`src/rtl/mem_arbiter.sv`:
```
// Round-robin / fixed-priority arbiter sharing one memory stream controller among NUM_REQ requesters.
// Define MEMARB_RR_EN for round-robin selection; otherwise lowest index wins.
module mem_arbiter #(
  parameter int NUM_REQ  = 3,
  parameter int LEN_BITS = 8
) (
  input  logic                         clk,
  input  logic                         rst,
  input  logic [NUM_REQ-1:0]           IN_req,
  input  logic [NUM_REQ-1:0]           IN_reqWrite,
  input  logic [NUM_REQ*LEN_BITS-1:0]  IN_reqLen,
  input  logic [NUM_REQ*30-1:0]        IN_reqAddr,
  input  logic [NUM_REQ*32-1:0]        IN_wdata,
  output logic [NUM_REQ-1:0]           OUT_grant,
  output logic [NUM_REQ-1:0]           OUT_owner,
  output logic [NUM_REQ-1:0]           OUT_advance,
  output logic [31:0]                  OUT_rdata,
  output logic                         OUT_MEM_en,
  output logic                         OUT_MEM_write,
  output logic [LEN_BITS-1:0]          OUT_MEM_len,
  output logic [29:0]                  OUT_MEM_addr,
  input  logic                         IN_MEM_busy,
  input  logic                         IN_MEM_advance,
  input  logic [31:0]                  IN_MEM_data,
  output logic [31:0]                  OUT_MEM_wdata
);
  localparam int PW = (NUM_REQ > 1) ? $clog2(NUM_REQ) : 1;

  typedef enum logic [1:0] {IDLE, ISSUE, XFER} state_e;

  state_e               state_q, state_d;
  logic [NUM_REQ-1:0]   grant_q, grant_d, owner_q, owner_d;
  logic                 en_q, en_d, write_q, write_d;
  logic [LEN_BITS-1:0]  len_q, len_d;
  logic [29:0]          addr_q, addr_d;
  logic                 win_vld;
  logic [PW-1:0]        win_idx;

`ifdef MEMARB_RR_EN
  logic [PW-1:0] ptr_q, ptr_d;

  // Walk from the pointer upward; descending k so the nearest request wins.
  always_comb begin : rr_sel
    int idx;
    idx     = 0;
    win_vld = 1'b0;
    win_idx = '0;
    for (int k = NUM_REQ - 1; k >= 0; k--) begin
      idx = int'(ptr_q) + k;
      if (idx >= NUM_REQ) idx = idx - NUM_REQ;
      if (IN_req[idx]) begin
        win_vld = 1'b1;
        win_idx = PW'(idx);
      end
    end
  end
`else
  always_comb begin
    win_vld = 1'b0;
    win_idx = '0;
    for (int k = NUM_REQ - 1; k >= 0; k--) begin
      if (IN_req[k]) begin
        win_vld = 1'b1;
        win_idx = PW'(k);
      end
    end
  end
`endif

  always_comb begin
    state_d = state_q;
    grant_d = '0;
    owner_d = owner_q;
    en_d    = 1'b0;
    write_d = write_q;
    len_d   = len_q;
    addr_d  = addr_q;
`ifdef MEMARB_RR_EN
    ptr_d   = ptr_q;
`endif
    case (state_q)
      IDLE: begin
        if (win_vld && !IN_MEM_busy) begin
          grant_d[win_idx] = 1'b1;
`ifdef MEMARB_RR_EN
          ptr_d = (win_idx == PW'(NUM_REQ - 1)) ? '0 : win_idx + PW'(1);
`endif
          // Zero-length requests are acknowledged without touching the memory side.
          if (IN_reqLen[win_idx*LEN_BITS +: LEN_BITS] != '0) begin
            owner_d          = '0;
            owner_d[win_idx] = 1'b1;
            en_d             = 1'b1;
            write_d          = IN_reqWrite[win_idx];
            len_d            = IN_reqLen[win_idx*LEN_BITS +: LEN_BITS];
            addr_d           = IN_reqAddr[win_idx*30 +: 30];
            state_d          = ISSUE;
          end
        end
      end
      ISSUE: state_d = XFER;
      XFER: begin
        if (!IN_MEM_busy) begin
          owner_d = '0;
          state_d = IDLE;
        end
      end
      default: state_d = IDLE;
    endcase
  end

  always_ff @(posedge clk) begin
    if (rst) begin
      state_q <= IDLE;
      grant_q <= '0;
      owner_q <= '0;
      en_q    <= 1'b0;
      write_q <= 1'b0;
      len_q   <= '0;
      addr_q  <= '0;
`ifdef MEMARB_RR_EN
      ptr_q   <= '0;
`endif
    end else begin
      state_q <= state_d;
      grant_q <= grant_d;
      owner_q <= owner_d;
      en_q    <= en_d;
      write_q <= write_d;
      len_q   <= len_d;
      addr_q  <= addr_d;
`ifdef MEMARB_RR_EN
      ptr_q   <= ptr_d;
`endif
    end
  end

  // Owner clears one edge after busy falls, so the last advance still routes.
  always_comb begin
    OUT_MEM_wdata = '0;
    for (int i = 0; i < NUM_REQ; i++)
      if (owner_q[i]) OUT_MEM_wdata = OUT_MEM_wdata | IN_wdata[i*32 +: 32];
  end

  assign OUT_advance   = {NUM_REQ{IN_MEM_advance}} & owner_q;
  assign OUT_rdata     = IN_MEM_data;
  assign OUT_grant     = grant_q;
  assign OUT_owner     = owner_q;
  assign OUT_MEM_en    = en_q;
  assign OUT_MEM_write = write_q;
  assign OUT_MEM_len   = len_q;
  assign OUT_MEM_addr  = addr_q;
endmodule
```
`config.mk`:
```
export PLATFORM = sky130hd
export DESIGN_NAME = mem_arbiter
export DESIGN_NICKNAME = d
export VERILOG_FILES = /design/src/rtl/mem_arbiter.sv
export SDC_FILE = /design/constraint.sdc
export NUM_CORES = 1
export LEC_CHECK = 0
export CORE_AREA = 2 2 142 144
export CTS_CLUSTER_SIZE = 10
export DETAILED_ROUTE_END_ITERATION = 8
export DIE_AREA = 0 0 144 146
export SYNTH_ARGS = -nofsm -noshare
export SYNTH_HDL_FRONTEND = slang
export SYNTH_SLANG_ARGS = --single-unit
export TNS_END_PERCENT = 100
```
`constraint.sdc`:
```
create_clock -name clk -period 2.1 [get_ports clk]
set_input_delay 0.525 -clock clk [delete_from_list [all_inputs] [get_ports clk]]
set_output_delay 0.525 -clock clk [all_outputs]
set_load 0.005 [all_outputs]
```
==> qor.txt <==
Cts bufs inserted = 5
Total number of yosys warnings = 0
Design Area, Final = 7800 um^2
Clock sink count = 48
Seq cells post-synth = 48
First-pass GRT wire length = 27.0 mm
Final nets = 1062
Startpoint Class = input port
Complex-gate fraction of the synthesized area = 21.5%
Die Span Y = 146 um
Hold Crit Class = reg2reg
GP Congestion = 0.831
Yosys cell types = 32
WL/cell = 18.0 um
Post-synthesis mux area share = 12.9%
# DRC = 0
Setup crit end kind = flip-flop
Core area = 19300 um^2
Failing checks = negative setup slack
Reg-to-Reg End = OUT_MEM_addr[27]$_SDFFE_PP0P_
Crit path DAT = 2.48 ns
Die Footprint = 21000 um^2
H-tree Lvls = 2
Largest net degree at the start of global routing = 55
Aggregate global-route resource usage = 16.9%
Largest family of logic cells by synthesized area = simple AND/OR/NAND/NOR gates
Die W = 144 um
Area Growth Syn to Fin = 115%
Sequential fraction of the synthesis area = 26.5%
CTS Root Cell = clkbuf_16
Worst skew pair latency = 0.29 ns
Rel. slew slack = 72.0%
Maxcap violations = 0
Fin Clk Skew = 0.00560 ns
Min Tclk post-route = 2.31 ns
Standard-cell rows = 51
Routed via count = 4777
Crit Path Class = in2reg
Worst hold margin = 0.524 ns
Slew Limit Fails = 0
Clock-pin slew on the worst setup and hold paths = 0.06 ns
Status = finished, violations left
Simple-gate share of the synthesized area = 23.6%
Pwr/cell area = 425 nW/um^2
Vias in the first global route = 4755
Static leakage = 3.57 nW
CP endpoint = OUT_MEM_addr[27]$_SDFFE_PP0P_
Worst Tran Pin Value = 0.420 ns
DRT Wirelength = 19.4 mm
Grt ovf = 0
Finish-stage setup viols = 42
Detailed-route vias per instance = 4.45
IO Pins = 365
Antenna viol nets, final = 0
Drt initial violations = 222
Starting Density = 18.7%
Crit share post-route = 110%
Clock Path Buffers = 2
CP startpoint = IN_req[2]
Final std cells w/o fill = 1073
Pre-CTS WS = -0.742 ns
Critical-path maximum fanout = 8
WP data required = 2.28 ns
PortBufs = 300
Syn_nets = 748
Highest clock rate = 0.434 GHz
Placement Cell Area = 7020 um^2
Post-Synth XOR/XNOR Area = 0%
Final core utilization = 40.4%
CTS tree = done
Detailed Routing Iterations Pass 1 = 5
Most frequent cells in the layout = clkdlybuf4s50_1, nand2_1, a21oi_1, buf_4, dfxtp_1
Cells after Synth = 496
Commonest non-fill, non-tap cell in the layout = clkdlybuf4s50_1
Worst reg-to-reg path cell count = 9
Adder-cell share of the synthesized area = 0%
Diode count = 0
Placed Cells = 1023
Synth Area per Inst = 7.31 um^2
Final hold viol count = 0
VDD IR max = 300 uV
Worst Setup Slack, final = -0.206 ns
Crit Reg-Reg Startpoint = state_q[0]$_SDFFE_PP0P_
Initial antenna violation count = 0
RSZ-0062 raised after global routing = yes
Syn Std Cell Area = 3620 um^2
FF-to-FF setup slack = 0.30 ns
Fraction of layout cells with a size suffix above 1 = 22.8%
Final HPWL DP = 14.2 mm
kinds of logic after synthesis:
family / Yosys count
buffers and inverters: 106
DFF: 48
AOI/OAI and AO/OA: 116
and+or+nand+nor: 184
muxes: 42
metal layers:
layer	track usage, %	routed length, um	part of all wire (%)	vias up
li1	-	-	-	2300
met1	19.2	7390	38	2205
met2	31.1	9920	51	250
met3	5.17	1790	9.2	22
met4	2.99	261	1.3	0
met5	0	0	0	-
worst max-delay path: stages:
cell and delay, ns:
buf_8 0.09, or2b_4 0.30, o21ai_1 0.12, a221oi_2 0.22
nand4_1 0.24, o21ai_4 0.28, buf_12 0.14, buf_12 0.12
buf_12 0.14, mux2_4 0.30
area by class of cell:
class / instances / area [um^2]
Clock buffer: 5 / 125
Fill cell: 1984 / 11500
Timing Repair Buffer: 380 / 3830
Multi-Input combinational cell: 342 / 2430
Tap cell: 265 / 332
Sequential cell: 48 / 965
Inverter: 33 / 124
cell usage after synthesis:
library cell  instances  area, um^2
a21oi_1              65         325
a221oi_1              8        70.1
a222oi_1             32         320
and2_1                3        18.8
buf_1                 6        22.5
buf_2                 3        15.0
buf_4                35         263
buf_6                 2        22.5
buf_8                 1        15.0
clkbuf_1             26        97.6
dfxtp_1              48         961
inv_1                33         124
mux2_1               10         113
mux2_2               29         327
mux2i_1               3        30.0
nand2_1              76         285
nand2b_1             10        62.6
nand3_1               1        5.00
nand4_1               2        12.5
nor2_1               47         176
nor2b_1              39         244
nor2b_4               1        13.8
nor3_1                1        5.00
nor3b_1               1        7.51
nor4b_1               1        8.76
o21ai_0               1        5.00
o21ai_1               7        35.0
o21ai_2               1        8.76
o21bai_1              1        7.51
o31ai_1               1        7.51
or2b_2                1        8.76
or3_1                 1        6.26
where the power goes:
group	internal [mW]	leakage, nW	switching [mW]
Sequential	0.980	0.394	0.0379
Combinational	0.990	3.11	0.564
Clock	0.421	0.0616	0.324
Total	2.39	3.57	0.926
registers in the layout, summed over array words and instances (netlist names):
name,cells
OUT_MEM_addr,30
OUT_MEM_len,8
OUT_grant,3
OUT_owner,3
state_q,2
OUT_MEM_en,1
OUT_MEM_write,1
timing repair:
action / 4_1_cts / 5_1_grt
setup buffers: 29 / 10
hold buffers: 0 / 0
gates resized for setup: 209 / 40
gates cloned: 6 / 2
setup endpoints to repair: 79 / 62
pin swaps: 42 / 28
worst min path at each step:
stage	from	end	slack, ns	depth (start not counted)
6_report	state_q[0]$_SDFFE_PP0P_	state_q[1]$_SDFFE_PP0P_	0.52	2
5_1_grt	state_q[0]$_SDFFE_PP0P_	state_q[1]$_SDFFE_PP0P_	0.58	2
4_1_cts	state_q[0]$_SDFFE_PP0P_	state_q[1]$_SDFFE_PP0P_	0.52	2
3_5_place_dp	state_q[0]$_SDFFE_PP0P_	state_q[1]$_SDFFE_PP0P_	0.48	2
3_3_place_gp	state_q[0]$_SDFFE_PP0P_	state_q[1]$_SDFFE_PP0P_	0.47	2
2_1_floorplan	state_q[0]$_SDFFE_PP0P_	state_q[1]$_SDFFE_PP0P_	0.46	2
per-stage QoR:
stage,power [mW],TNS (ns)
6_report,3.32,-7.34
5_1_grt,3.51,-9.91
4_1_cts,3.33,-2.17
3_5_place_dp,2.37,-39.78
3_3_place_gp,2.37,-38.96
2_1_floorplan,1.55,-0.628
(Power assumes the default switching activity.)
